[src/rtl/odd_count_sched.sv]
// Round-robin scheduler sharing one odd up-counter between two requesters; bursts of N odd values with valid/ready.
// Optional: define ODD_SCHED_RESTART_EN to restart the counter at 1 on every grant.
module odd_count_sched #(
  parameter int WIDTH = 3,
  parameter int LEN_W = 4
) (
  input  logic             clk,
  input  logic             reset,
  input  logic [1:0]       req,
  input  logic [LEN_W-1:0] len0,
  input  logic [LEN_W-1:0] len1,
  output logic [1:0]       gnt,
  output logic             owner,
  output logic [WIDTH-1:0] dout,
  output logic             dout_valid,
  input  logic             dout_ready,
  output logic             done
);

  typedef enum logic {IDLE, RUN} state_t;

  state_t             state_q, state_d;
  // Only the upper bits are stored; the LSB is hard-wired to 1 so dout can never be even.
  logic [WIDTH-2:0]   cnt_hi_q, cnt_hi_d;
  logic [LEN_W-1:0]   remaining_q, remaining_d;
  logic               owner_q, owner_d;
  logic               last_owner_q, last_owner_d;
  logic               done_q, done_d;

  logic               grab;
  logic               beat;
  logic               last_beat;
  logic               winner;
  logic [LEN_W-1:0]   win_len;

  assign grab      = (state_q == IDLE) && (req != 2'b00);
  assign beat      = (state_q == RUN) && dout_ready;
  assign last_beat = beat && (remaining_q == LEN_W'(1));

  // On a tie the requester that did not own the previous burst wins.
  always_comb begin
    winner = 1'b0;
    case (req)
      2'b01:   winner = 1'b0;
      2'b10:   winner = 1'b1;
      2'b11:   winner = ~last_owner_q;
      default: winner = 1'b0;
    endcase
  end

  assign win_len = winner ? len1 : len0;

  // State register
  always_ff @(posedge clk or negedge reset) begin
    if (!reset) begin
      state_q <= IDLE;
    end else begin
      state_q <= state_d;
    end
  end

  // Next-state logic
  always_comb begin
    state_d = state_q;
    case (state_q)
      IDLE:    if (grab) state_d = RUN;
      RUN:     if (last_beat) state_d = IDLE;
      default: state_d = IDLE;
    endcase
  end

  // Output logic
  always_comb begin
    gnt        = 2'b00;
    dout_valid = 1'b0;
    if (state_q == RUN) begin
      gnt[owner_q] = 1'b1;
      dout_valid   = 1'b1;
    end
  end

  assign dout  = {cnt_hi_q, 1'b1};
  assign owner = owner_q;
  assign done  = done_q;

  always_comb begin
    owner_d      = owner_q;
    last_owner_d = last_owner_q;
    remaining_d  = remaining_q;
    cnt_hi_d     = cnt_hi_q;
    done_d       = last_beat;
    if (grab) begin
      owner_d      = winner;
      last_owner_d = winner;
      remaining_d  = (win_len == '0) ? LEN_W'(1) : win_len;
`ifdef ODD_SCHED_RESTART_EN
      cnt_hi_d     = '0;
`endif
    end else if (beat) begin
      remaining_d = remaining_q - 1'b1;
      cnt_hi_d    = cnt_hi_q + 1'b1;
    end
  end

  always_ff @(posedge clk or negedge reset) begin
    if (!reset) begin
      cnt_hi_q     <= '0;
      remaining_q  <= '0;
      owner_q      <= 1'b0;
      last_owner_q <= 1'b1;
      done_q       <= 1'b0;
    end else begin
      cnt_hi_q     <= cnt_hi_d;
      remaining_q  <= remaining_d;
      owner_q      <= owner_d;
      last_owner_q <= last_owner_d;
      done_q       <= done_d;
    end
  end

endmodule

[config.mk]
export PLATFORM = sky130hd
export DESIGN_NAME = odd_count_sched
export DESIGN_NICKNAME = d
export VERILOG_FILES = /design/src/rtl/odd_count_sched.sv
export SDC_FILE = /design/constraint.sdc
export NUM_CORES = 1
export LEC_CHECK = 0
export ABC_CLOCK_PERIOD_IN_PS = 1100
export CAP_MARGIN = 20
export CORE_AREA = 2 2 39 41
export DETAILED_ROUTE_END_ITERATION = 12
export DIE_AREA = 0 0 41 43
export DONT_BUFFER_PORTS = 1
export PLACE_DENSITY = 0.64
export SLEW_MARGIN = 30
export SYNTH_ARGS = -nofsm -noshare
export SYNTH_HDL_FRONTEND = slang
export SYNTH_SLANG_ARGS = --single-unit
[constraint.sdc]
create_clock -name clk -period 1.1 [get_ports clk]
set_input_delay 0.275 -clock clk [delete_from_list [all_inputs] [get_ports clk]]
set_output_delay 0.275 -clock clk [all_outputs]
set_load 0.005 [all_outputs]
==> results of run 1 <==
-- power groups by stage --
stage / Sequential, mW / Combinational (mW) / Clock (mW)
floorplan: 0.695 / 0.511 / 0
global placement: 0.727 / 0.807 / 0
detailed placement: 0.731 / 0.813 / 0
CTS: 0.723 / 1.04 / 0.344
global route: 0.762 / 1.33 / 0.371
finish: 0.745 / 1.20 / 0.335
-- per-layer routing --
layer	vias to the layer above	wire length, um	GRT usage
li1	250	-	-
met1	252	632	0.243
met2	21	678	0.263
met3	2	100	0.0419
met4	0	6	0.100
met5	-	0	0
-- logic make-up (layout without fill, tap and decap cells) --
| kind of cell | Yosys count | count (layout) | synth area share |
|---|---|---|---|
| compound gates | 16 | 16 | 0.193 |
| xor+xnor | 3 | 3 | 0.0445 |
| fa+ha+maj | 2 | 2 | 0.0424 |
| buf+inv | 7 | 25 | 0.0593 |
| flops | 10 | 10 | 0.426 |
| mux | 5 | 5 | 0.0847 |
| other cells | 1 | 1 | 0.00635 |
| simple gates | 15 | 15 | 0.144 |
-- flip-flops by register name, summed over array words and instances, names as in the netlist --
name,cells
cnt_hi_q,2
done,1
last_owner_q,1
owner,1
remaining_q,4
state_q,1
-- worst max path at each step --
| stage | start | to | slack, ns | depth (start not counted) |
|---|---|---|---|---|
| after floorplan | last_owner_q | remaining_q[3] | -0.06 | 4 |
| after global placement | last_owner_q | remaining_q[3] | -0.09 | 3 |
| after detailed placement | state_q | remaining_q[3] | -0.10 | 3 |
| after CTS | state_q | remaining_q[0] | -0.14 | 4 |
| after global routing | state_q | remaining_q[0] | -0.18 | 4 |
| final | state_q | remaining_q[0] | -0.15 | 4 |
-- metrics by stage --
step                      TNS [ns]  cells  setup WS (ns)
after detailed placement    -0.389     83         -0.104
after floorplan             -0.127     59        -0.0571
after global placement      -0.357     83        -0.0928
final                       -0.666     93         -0.148
after global routing        -0.969     93         -0.176
after CTS                   -0.701     92         -0.139
-- critical path, stage by stage (launching register included) --
cell and delay (ns):
dfrtp_2 0.43, buf_4 0.16, or3_1 0.30, a31oi_1 0.17
a31oi_1 0.06
-- timing repair --
action                                  4_1_cts  5_1_grt
pin swaps                                     3        5
hold buffers                                  1        0
buffers inserted                              4        1
endpoints found under the setup margin       10        8
gates resized for setup                      12       15
endpoints found under the hold margin        10        0
-- cell usage after synthesis --
| cell | count | area share |
|---|---|---|
| dfrtp_1 | 9 | 0.38 |
| mux2i_1 | 5 | 0.085 |
| inv_1 | 4 | 0.025 |
| a31oi_1 | 3 | 0.032 |
| o21ai_0 | 3 | 0.025 |
| and2_1 | 2 | 0.021 |
| buf_4 | 2 | 0.025 |
| ha_1 | 2 | 0.042 |
| nand2_1 | 2 | 0.013 |
| nand3_1 | 2 | 0.017 |
| nor3_1 | 2 | 0.017 |
| xnor2_1 | 2 | 0.030 |
| a211oi_1 | 1 | 0.013 |
| a21bo_2 | 1 | 0.017 |
| a21boi_0 | 1 | 0.013 |
| a21oi_1 | 1 | 0.0085 |
| buf_2 | 1 | 0.0085 |
| conb_1 | 1 | 0.0063 |
| dfstp_2 | 1 | 0.044 |
| nand2b_1 | 1 | 0.011 |
| nand3b_1 | 1 | 0.013 |
| nor2_1 | 1 | 0.0063 |
| nor2b_1 | 1 | 0.011 |
| nor3b_1 | 1 | 0.013 |
| o211ai_1 | 1 | 0.013 |
| o21bai_1 | 1 | 0.013 |
| o221ai_1 | 1 | 0.015 |
| o2bb2ai_1 | 1 | 0.015 |
| o311ai_0 | 1 | 0.015 |
| o32ai_1 | 1 | 0.015 |
| or3_1 | 1 | 0.011 |
| or4_1 | 1 | 0.013 |
| xor2_1 | 1 | 0.015 |
-- layout make-up --
type / instances / area, sq um / share of cell area
clock buffers: 4 / 36.3 / 0.0427
well taps: 16 / 20.0 / 0.0236
flip-flops and latches: 10 / 253 / 0.297
multi-input cells: 42 / 368 / 0.433
inverters: 4 / 20.0 / 0.0236
repair buffers: 17 / 153 / 0.180
==> flow_metrics.py, run 1 <==
metrics = {
    "setup_path": {
        "crit_arrival_ns": 1.39,
        "crit_required_ns": 1.25,
        "r2r-start": "state_q",
        "startpoint_type": "register",
        "r2r_cells": 4,
        "path_class": "reg2reg",
        "worstReg2RegEnd": "remaining_q[0]",
        "worstSetupEndpointType": "register",
        "critPathMaxFanout": 6,
        "reg2reg_slack_ns": -0.15,
    },
    "floorplan": {
        "start_util": 0.427,
        "std_cell_rows": 14,
        "ios": 21,
        "die_area_sq_um": 1760,
        "die_x_um": 41,
        "die_y_um": 43,
        "core_region_area_sq_um": 1380,
    },
    "placed_design": {
        "placed_area_sq_um": 673,
        "place_congestion": 0.780,
        "dp_hpwl_um": 968,
        "numPortBuffers": 0,
    },
    "clock_tree": {
        "cts_sinks": 10,
        "clk_pin_slew_worst_paths_ns": 0.07,
        "cts_tree": "built",
        "cts_root_buffer": "clkbuf_4",
        "clk_path_buf_depth": 2,
        "insertion_delay_ns": 0.27,
        "htreeDepth": 1,
        "cts_inserted_buffers": 3,
    },
    "pwr": {
        "power_mw": 2.28,
        "p_comb_frac": 0.525,
        "p_per_area_nw_per_um2": 2680,
        "swShare": 0.352,
        "peakVddDrop_mv": 1.25,
        "p_clk_frac": 0.147,
        "p_seq_frac": 0.327,
        "p_int_mw": 1.47,
        "switching_power_mw": 0.801,
        "leakagePower_nw": 0.369,
    },
    "final_layout": {
        "drive_gt1_frac": 0.468,
        "syn_to_final_growth_pct": 43.9,
        "diodes": 0,
        "nFillCells": 126,
        "mostFrequentLayoutCells": "10 x buf_4, 8 x dfrtp_1, 6 x buf_6, 4 x mux2i_1",
        "final_common_cell": "buf_4",
        "fin_nets": 93,
        "fin_area_sq_um": 850,
        "finish.utilization": 0.614,
    },
    "global_routing": {
        "antenna_found_initial": 0,
        "grt_pass1_wl_um": 2160,
        "grt_use_total": 0.183,
        "grt_max_degree": 11,
        "grt_pass1_vias": 552,
        "globalRouteOverflowTotal": 0,
    },
    "timing": {
        "setup_slack_ns": -0.148,
        "rsz0062_at_grt": "true",
        "report.final.slew_viol_count": 0,
        "clock-skew-final_ns": 0.00469,
        "finalCriticalPeriod_ns": 1.25,
        "finalCritPeriodShare": 1.13,
        "whs_ns": 0.0632,
        "hold_violations": 0,
        "setup_viol": 6,
        "fmax_ghz": 0.802,
    },
    "routing": {
        "drtAntennaViolNets": 0,
        "firstDrtPassIters": 4,
        "wl_per_cell_um": 15.2,
        "wl_um": 1420,
        "vias": 525,
        "drt_first_iter_violations": 16,
        "drc": 0,
        "viasPerCell": 5.65,
    },
    "worst_hold_path": {
        "holdCritStartpoint": "req[0]",
        "min_path_type": "in2reg",
        "min_to": "last_owner_q",
        "hold_depth": 1,
    },
    "status": {
        "violations": "negative setup slack",
        "status": "complete, but fails checks",
    },
    "synth": {
        "yosysWarnings": 0,
        "syn_area_sq_um": 591,
        "ys_seq_area_frac": 0.426,
        "synthCells": 59,
        "synthesis.nets": 74,
        "ys_types": 33,
        "ys_seq_elements": 10,
        "syn_area_per_cell_sq_um": 10.0,
    },
    "job": {
        "cap_viol_max_count": 0,
    },
}
No activity file was read; power rests on OpenSTA's default activity.
==> run 2: changes to the inputs <==
CAP_MARGIN = unset   (was 20)
CORE_AREA = 2 2 44 54   (was 2 2 39 41)
DIE_AREA = 0 0 46 56   (was 0 0 41 43)
PLACE_DENSITY = 0.47   (was 0.64)
==> run 2 against run 1 <==
Net effect:
- the run still ends with negative setup slack left
- sequential share of layout area increased by 0.40 points
- critical path depth decreased by 2
- global-route usage decreased by 5.8 points
- die area increased by 46%
- non-clock buffer count unchanged
- first-iteration DRC count decreased by 44%
- register-to-register slack improved by 0.03 ns
- power decreased by 5.6%
==> flow_metrics.py, run 2 (synthesis results as in run 1) <==
metrics = {
    "setup_path": {
        "worstReg2RegEnd": "remaining_q[3]",
        "critPathMaxFanout": 4,
        "crit_arrival_ns": 0.96,
        "startpoint_type": "register",
        "path_class": "reg2out",
        "r2r_cells": 4,
        "worstSetupEndpointType": "output port",
        "reg2reg_slack_ns": -0.12,
        "crit_required_ns": 0.82,
        "r2r-start": "state_q",
    },
    "status": {
        "status": "complete, but fails checks",
        "violations": "negative setup slack",
    },
    "timing": {
        "finalCriticalPeriod_ns": 1.24,
        "setup_slack_ns": -0.138,
        "clock-skew-final_ns": 0.00109,
        "finalCritPeriodShare": 1.13,
        "report.final.slew_viol_count": 0,
        "setup_viol": 8,
        "hold_violations": 0,
        "fmax_ghz": 0.808,
        "rsz0062_at_grt": "true",
    },
    "pwr": {
        "leakagePower_nw": 0.358,
        "peakVddDrop_mv": 1.22,
        "p_per_area_nw_per_um2": 2560,
    },
    "routing": {
        "firstDrtPassIters": 4,
        "drc": 0,
        "vias": 510,
        "viasPerCell": 5.26,
        "drtAntennaViolNets": 0,
        "wl_um": 1380,
        "drt_first_iter_violations": 9,
        "wl_per_cell_um": 14.2,
    },
    "worst_hold_path": {
        "min_path_type": "in2reg",
        "holdCritStartpoint": "req[0]",
        "hold_depth": 1,
        "min_to": "last_owner_q",
    },
    "final_layout": {
        "final_common_cell": "buf_4",
        "largest_register_ffs": 4,
        "syn_to_final_growth_pct": 41.9,
        "fin_nets": 93,
        "diodes": 0,
        "drive_gt1_frac": 0.416,
        "top_register": "remaining_q",
        "fin_cells": 97,
        "mostFrequentLayoutCells": "12 x buf_4, 8 x dfrtp_1, 4 x mux2i_1",
        "largest_registers": "remaining_q x4, cnt_hi_q x2",
    },
    "clock_tree": {
        "cts_inserted_buffers": 3,
        "htreeDepth": 1,
        "insertion_delay_ns": 0.26,
        "cts_root_buffer": "clkbuf_4",
        "clk_pin_slew_worst_paths_ns": 0.07,
        "cts_tree": "built",
        "cts_sinks": 10,
        "clk_path_buf_depth": 2,
    },
    "floorplan": {
        "start_util": 0.291,
        "std_cell_rows": 18,
        "die_area_sq_um": 2580,
        "die_x_um": 46,
        "die_y_um": 56,
        "ios": 21,
        "core_region_area_sq_um": 2030,
    },
    "placed_design": {
        "numPortBuffers": 0,
        "dp_slack_ns": -0.131,
        "dpl.cell_count": 87,
        "place_congestion": 0.692,
        "dp_hpwl_um": 1030,
    },
    "global_routing": {
        "globalRouteOverflowTotal": 0,
        "grt_use_total": 0.124,
        "grt_pass1_vias": 518,
        "antenna_found_initial": 0,
        "grt_pass1_wl_um": 2300,
        "grt_max_degree": 11,
    },
    "job": {
        "cap_viol_max_count": 0,
    },
}
[run 2: how the worst max path moves through the flow]
stage	slack, ns	end	startpoint	cells after the start
6_report	-0.14	gnt[1]	state_q	2
3_5_place_dp	-0.13	remaining_q[3]	last_owner_q	3
5_1_grt	-0.18	remaining_q[3]	state_q	4
3_3_place_gp	-0.11	remaining_q[2]	last_owner_q	3
4_1_cts	-0.13	gnt[1]	state_q	2
2_1_floorplan	-0.06	remaining_q[3]	last_owner_q	4
[run 2: power breakdown]
group | switching (mW) | internal, mW | total, mW | leakage (nW)
combinational | 0.451 | 0.680 | 1.13 | 0.227
sequential | 0.180 | 0.562 | 0.742 | 0.116
clock | 0.136 | 0.140 | 0.276 | 0.0150
total | 0.767 | 1.38 | 2.15 | 0.358
[run 2: per-layer routing]
layer / routed length [um] / vias up / part of all wire / GRT usage
met5: 0 / - / 0 / 0
met4: 27 / 0 / 0.020 / 0.0735
met3: 60 / 2 / 0.043 / 0.0227
met2: 655 / 18 / 0.47 / 0.173
met1: 639 / 239 / 0.46 / 0.172
li1: - / 251 / - / -
[run 2: timing repair]
item	in CTS	in global routing
endpoints found under the hold margin	10	0
resized for setup	12	9
buffers inserted	3	2
hold buffers	1	0
endpoints found under the setup margin	10	10
pin swaps	3	6
[run 2: per-stage QoR]
step                      instance area, sq um  power (mW)  setup TNS [ns]  hold slack, ns  utilization
after floorplan                            594        1.21          -0.127         -0.0206            -
after global placement                     678        1.53          -0.399         -0.0203        0.335
after detailed placement                   678        1.54          -0.421         -0.0203        0.335
after CTS                                  783        2.01          -0.663          0.0593        0.386
after global routing                       838        2.34           -1.09          0.0743        0.414
final                                      838        2.15          -0.704          0.0635        0.414
[run 2: worst max-delay path, cell delays in order (launching register included)]
cell,delay [ns]
dfrtp_2,0.43
buf_6,0.14
and2_4,0.13
[run 2: area by class of cell]
cell class / count / area (sq um)
Fill cell: 204 / 1190
Multi-Input combinational cell: 42 / 358
Sequential cell: 10 / 253
Timing Repair Buffer: 17 / 154
Clock buffer: 4 / 26.3
Tap cell: 20 / 25.0
Inverter: 4 / 22.5
==> run 3: changes to the inputs <==
CORE_AREA = 2 2 48 50   (was 2 2 44 54)
DIE_AREA = 0 0 50 52   (was 0 0 46 56)
PLACE_DENSITY = 0.46   (was 0.47)
==> run 3 against run 2 <==
Net effect:
- the flow still finishes with violations (negative setup slack)
- sequential share of layout area is 1.9 points lower
- register-to-register slack hardly changed
- non-clock buffer count stayed put
- critical path type unchanged
- largest cell class unchanged
==> flow_metrics.py, run 3 (synthesis results as in run 1) <==
metrics = {
    "status": {
        "status": "complete, but fails checks",
        "violations": "negative setup slack",
    },
    "pwr": {
        "p_seq_frac": 0.319,
        "swShare": 0.361,
        "power_mw": 2.38,
        "peakVddDrop_mv": 1.12,
        "switching_power_mw": 0.859,
        "leakagePower_nw": 0.373,
        "p_comb_frac": 0.536,
        "p_per_area_nw_per_um2": 2660,
        "p_clk_frac": 0.144,
        "p_int_mw": 1.52,
    },
    "timing": {
        "rsz0062_at_grt": "true",
        "fmax_ghz": 0.820,
        "finalCritPeriodShare": 1.11,
        "setup_slack_ns": -0.120,
        "hold_violations": 0,
        "clock-skew-final_ns": 0.00191,
        "setup_viol": 7,
        "report.final.slew_viol_count": 0,
        "finalCriticalPeriod_ns": 1.22,
    },
    "placed_design": {
        "place_congestion": 0.667,
        "numPortBuffers": 0,
        "dp_hpwl_um": 1090,
    },
    "global_routing": {
        "antenna_found_initial": 0,
        "grt_max_degree": 11,
        "grt_pass1_vias": 518,
        "grt_pass1_wl_um": 2440,
        "grt_use_total": 0.130,
        "globalRouteOverflowTotal": 0,
    },
    "routing": {
        "drc": 0,
        "wl_per_cell_um": 14.6,
        "firstDrtPassIters": 4,
        "drt_first_iter_violations": 10,
        "drtAntennaViolNets": 0,
        "vias": 526,
        "wl_um": 1540,
        "viasPerCell": 5.01,
    },
    "floorplan": {
        "start_util": 0.280,
        "die_x_um": 50,
        "die_y_um": 52,
        "std_cell_rows": 17,
        "ios": 21,
        "core_region_area_sq_um": 2110,
        "die_area_sq_um": 2600,
    },
    "setup_path": {
        "worstSetupEndpointType": "output port",
        "cpPeakStageDelay_ns": 0.40,
        "crit_chain": "buf_6 -> and2_4",
        "crit_required_ns": 0.82,
        "startpoint_type": "register",
        "reg2reg_slack_ns": -0.12,
        "path_class": "reg2out",
        "crit_arrival_ns": 0.95,
        "cp_slowest_cell": "dfrtp_1",
        "critPathMaxFanout": 4,
    },
    "job": {
        "cap_viol_max_count": 0,
    },
    "final_layout": {
        "nFillCells": 212,
        "diodes": 0,
        "largest_registers": "remaining_q x4, cnt_hi_q x2",
        "top_register": "remaining_q",
        "mostFrequentLayoutCells": "10 x buf_4, 8 x dfrtp_1, 6 x buf_6",
        "drive_gt1_frac": 0.506,
        "fin_nets": 93,
        "largest_register_ffs": 4,
        "final_common_cell": "buf_4",
        "finish.utilization": 0.424,
        "syn_to_final_growth_pct": 51.3,
    },
    "clock_tree": {
        "cts_tree": "built",
        "cts_sinks": 10,
        "clk_path_buf_depth": 2,
        "cts_inserted_buffers": 3,
        "cts_root_buffer": "clkbuf_4",
        "clk_pin_slew_worst_paths_ns": 0.07,
        "htreeDepth": 1,
        "insertion_delay_ns": 0.27,
    },
    "worst_hold_path": {
        "min_path_type": "in2reg",
    },
}
## run 3: final timing paths
| kind | from | end | cells past startpoint |
|---|---|---|---|
| min in group asynchronous | reset | remaining_q[2] | 1 |
| worst min-delay path | req[0] | last_owner_q | 1 |
| max in group asynchronous | reset | remaining_q[1] | 1 |
| worst max register to register | state_q | remaining_q[3] | 4 |
| worst max-delay path | state_q | gnt[1] | 2 |
| worst min register to register | cnt_hi_q[1] | cnt_hi_q[1] | 1 |
## run 3: worst max-delay path, delay by kind of cell (launching register included)
family | cells | cell delay, ns
AND/OR/NAND/NOR | 1 | 0.13
buffers and inverters | 1 | 0.14
flip-flops | 1 | 0.40
## run 3: routing by layer
layer	GRT usage	vias up	wire length [um]
li1	-	249	-
met1	0.168	252	707
met2	0.189	23	700
met3	0.0632	2	117
met4	0.0417	0	11
met5	0	-	0
## run 3: power groups by stage
stage | logic [mW] | clock network, mW | registers (mW)
final | 1.28 | 0.343 | 0.760
after CTS | 0.971 | 0.356 | 0.724
after global placement | 0.817 | 0 | 0.720
after floorplan | 0.511 | 0 | 0.695
after detailed placement | 0.822 | 0 | 0.725
after global routing | 1.39 | 0.373 | 0.785
## run 3: metrics by stage
stage          instances  hold slack, ns  setup TNS [ns]  setup WS, ns  cell area, sq um
2_1_floorplan         59         -0.0206          -0.127       -0.0571               594
3_3_place_gp          95         -0.0203          -0.477        -0.112               688
3_5_place_dp          95         -0.0202          -0.443        -0.130               688
4_1_cts              102          0.0534          -0.606        -0.117               781
5_1_grt              105          0.0580          -0.970        -0.168               893
6_report             105          0.0563          -0.624        -0.120               893
## run 3: repair_timing
item	CTS	global route
gates resized for setup	9	21
setup endpoints to repair	10	10
hold buffers	1	0
hold endpoints to repair	10	0
pin swaps	3	7
setup buffers	2	3
cloned	0	0
## run 3: cell type report
class | count | area [sq um] | area share
clock buffers | 4 | 36.3 | 0.0406
flip-flops and latches | 10 | 253 | 0.283
repair buffers | 17 | 153 | 0.171
inverters | 4 | 22.5 | 0.0252
well taps | 28 | 35.0 | 0.0392
multi-input cells | 42 | 394 | 0.441
==> patch 1 (settings of run 3) <==
Reset style: synchronous (`reset`), changed in 2 clocked blocks.
--- a/src/rtl/odd_count_sched.sv
+++ b/src/rtl/odd_count_sched.sv
@@ -53,3 +53,3 @@
   // State register
-  always_ff @(posedge clk or negedge reset) begin
+  always_ff @(posedge clk) begin
     if (!reset) begin
@@ -104,3 +104,3 @@
 
-  always_ff @(posedge clk or negedge reset) begin
+  always_ff @(posedge clk) begin
     if (!reset) begin
Function: differs if reset is asserted again (counterexample within 4 cycles, from zero or initial values and one cycle with reset low); with reset held inactive, the same outputs for 10 cycles.
==> patch 1 against run 3 <==
The run still ends with setup timing left; sequential cell count unchanged; non-clock buffer count decreased by 8; sequential share of layout area shrank 2.1 points; critical endpoint unchanged; setup slack better by 0.014 ns; final cell count is 0.95% higher; core utilization shrank 4.5 points; synthesized cell count rose by 15%; synthesized area up 2.5%; wire length fell by 4.6%; first-iteration DRC count rose by 90%; clock skew up 0.0072 ns; final area is 11% lower.
Power is not compared: it rests on default switching activity, and its combinational part moved more than twofold at a synthesized area within 25%.
==> patch 1: results (changes against run 3) <==
stage,metric,value,unit,change
run_status,run status,finished with violations,,
run_status,violated checks,setup timing,,
placement,hpwl dp,1032,µm,-5.6%
critical_path,Worst EP arrival,0.93,ns,-0.02 ns
synthesis,mux cell area share after synthesis,6.612,%,-1.9 points
synthesis,ys flop type,dfxtp_1,,
critical_path,crit path max fanout,7,,+3
clock_network,setup bufs post-CTS,1,,-1
synthesis,Synth cell types,36,,+9.1%
synthesis,Yosys warnings,0,,unchanged
timing,Setup WS post-layout,-0.1064,ns,+0.01372 ns
drt,Wirelength per Cell,13.84,µm,-5.5%
clock_network,clk slew on worst S/H paths,0.08,ns,
finish,Fillers,219,,+3.3%
synthesis,synth top area cells,"dfxtp_1, mux2i_1, xor2_1",,
global_route,largest net degree at the start of global routing,10,,-1
finish,Signal buf overhead,9.404,%,-7.7 points
synthesis,Synth Area in Compound Gates,22.73,%,+3.4 points
finish,area of the multi-input gates,435.4,µm²,+10%
synthesis,sequential share of the synthesized area,33.06,%,-9.5 points
synthesis,asr flop ratio synth,0,%,-100 points
synthesis,Synthesized Nets,83,,+12%
placement,DP Area,676.9,µm²,-1.6%
synthesis,Mapped Cells,68,,+15%
finish,layout cells sized above 1,35.90,%,-15 points
critical_path,delay of the slowest critical-path stage,0.39,ns,
synthesis,XOR/XNOR Fraction of Synth Area,4.339,%,-0.11 points
finish,Final #Nets,94,,+1.1%
timing,Layout Skew,0.009131,ns,+0.007225 ns
finish,fraction of area in clock buffers and inverters,3.292,%,-0.77 points
global_route,overall global routing resource usage,12.07,%,-0.93 points
critical_path,critical path's slowest cell,dfxtp_4,,
global_route,first-pass GRT wire length,2339,µm,-4.2%
finish,non-clock buffer count,9,,-8
placement,RD Place Congestion,0.7770,,+17%
synthesis,Adder-Cell Fraction of Synth Area,4.132,%,-0.11 points
finish,P&R area growth vs syn,31.82,%,
timing,Setup Viol. Count Final,6,,-1
drt,Vias,550,,+4.6%
synthesis,synth cell count leaders,"dfxtp_1, nor2_1, inv_1, mux2i_1",,
placement,Cells after DPL,99,,+4.2%
clock_network,PostCTS Resize Cnt,8,,-1
## patch 1: power breakdown
part	total, mW	internal [mW]	switching [mW]
clock	0.282	0.140	0.142
sequential	0.439	0.399	0.0393
combinational	0.288	0.166	0.122
## patch 1: worst max-delay path: cells and delay by family, from the launching register on
| family | cells | cell delay, ns |
|---|---|---|
| buf+inv | 1 | 0.13 |
| simple gates | 1 | 0.14 |
| flops | 1 | 0.39 |
## patch 1: metal layers
layer / wire, µm / part of all wire [%] / track usage (%)
met1: 685 / 47 / 15.26
met2: 667 / 45 / 18.42
met3: 97 / 6.6 / 3.161
met4: 17 / 1.2 / 6.944
met5: 0 / 0 / 0
## patch 1: final timing paths
path                                  start             end  slack, ns  depth (start not counted)
worst max-delay path                state_q          gnt[1]      -0.11                          2
worst min-delay path                 req[1]    last_owner_q       0.14                          1
worst max register to register      state_q  remaining_q[3]      -0.09                          3
worst min register to register  cnt_hi_q[1]     cnt_hi_q[1]       0.54                          2
==> patch 2 (flow settings as in run 3) <==
Made on the original files. Change the parameter `LEN_W` from 4 to 2.
--- a/src/rtl/odd_count_sched.sv
+++ b/src/rtl/odd_count_sched.sv
@@ -4,3 +4,3 @@
   parameter int WIDTH = 3,
-  parameter int LEN_W = 4
+  parameter int LEN_W = 2
 ) (
Interface: changed (resized len0 and len1); port bits go from 21 to 17. No check against the original RTL was run, so the function may have changed too.
==> patch 2 against run 3 <==
The run still ends with setup timing left; critical path depth increased by 2; sequential power decreased by 22%; wire length decreased by 43%; critical path type is now flop to flop; sequential cell count decreased by 2; via count decreased by 35%; setup slack got worse by 0.080 ns; synthesized cell count decreased by 36%; synthesized area decreased by 32%; clock power decreased by 29%; global-route usage decreased by 4.8 points; count of clock-buffer cells in the layout unchanged; power decreased by 33%; final area decreased by 31%.
==> patch 2: results (changes against run 3) <==
stage,metric,value,unit,change
run_status,run status,finished with violations,,
run_status,violated checks,setup timing,,
finish,Fillers,216,,+1.9%
placement,hpwl dp,677.8,µm,-38%
finish,layout cells sized above 1,49.06,%,-1.6 points
finish,Final #Nets,64,,-31%
timing,Setup Viol. Count Final,5,,-2
finish,multi-input gates,26,,-38%
synthesis,synthesized area per cell,10.64,µm²,+6.3%
synthesis,Synth cell types,22,,-33%
global_route,overall global routing resource usage,8.216,%,-4.8 points
drt,WL met1,434,µm,-39%
global_route,number of global-route vias before repair,308,,-41%
global_route,GRT met2 Usage,10.75,%,-8.1 points
finish,Storage cell area,202.7,µm²,-20%
global_route,first-pass GRT wire length,1476,µm,-40%
placement,DP Area,476.7,µm²,-31%
finish,Final Util,29.29,%,-13 points
placement,Cells after DPL,71,,-25%
drt,met2 wire length,350,µm,-50%
global_route,largest net degree at the start of global routing,9,,-2
finish,invs w/o clock,2,,-2
drt,Vias/cell,4.198,,-16%
global_route,M3 GR Usage,6.034,%,-0.29 points
finish,non-clock buffer count,13,,-4
timing,Setup WS post-layout,-0.1998,ns,-0.07967 ns
global_route,met1 Usage GRT,9.666,%,-7.1 points
hold_path,HP Start,req[1],,
drt,Met3 Routed Length,81,µm,-31%
critical_path,Worst EP arrival,1.44,ns,+0.49 ns
critical_path,Reg-to-Reg Start,last_owner_q,,
synthesis,synth top area cells,"dfrtp_1, dfstp_2, o21ai_0",,
timing,minimum hold slack,0.1549,ns,+0.09858 ns
clock_network,setup bufs post-CTS,3,,+1
critical_path,FF-to-FF End,remaining_q[0],,
finish,Seq/total area,32.86,%,+4.6 points
-- patch 2: changes by cell type after synthesis, moves of 2 or more --
cell,change
dfrtp_1,-2
nor3_1,-2
nand2_1,+2
a31oi_1,-2
inv_1,-2
mux2i_1,-5
-- patch 2: worst max path at each step --
| stage | start | cells after the start | end |
|---|---|---|---|
| final | last_owner_q | 4 | remaining_q[0] |
| after global routing | last_owner_q | 4 | remaining_q[0] |
| after CTS | last_owner_q | 4 | remaining_q[0] |
| after detailed placement | last_owner_q | 4 | remaining_q[0] |
| after global placement | last_owner_q | 4 | remaining_q[0] |
| after floorplan | last_owner_q | 4 | remaining_q[0] |
-- patch 2: where the power goes --
part | switching, mW | internal, mW | total, mW
clock | 0.103 | 0.139 | 0.242
combinational | 0.306 | 0.460 | 0.766
sequential | 0.136 | 0.454 | 0.590
-- patch 2: worst max-delay path: stages, from the launching register on --
cell and delay, ns:
dfstp_2 0.55, a21boi_4 0.06, mux2_4 0.30, o31ai_4 0.20, nand2_1 0.06
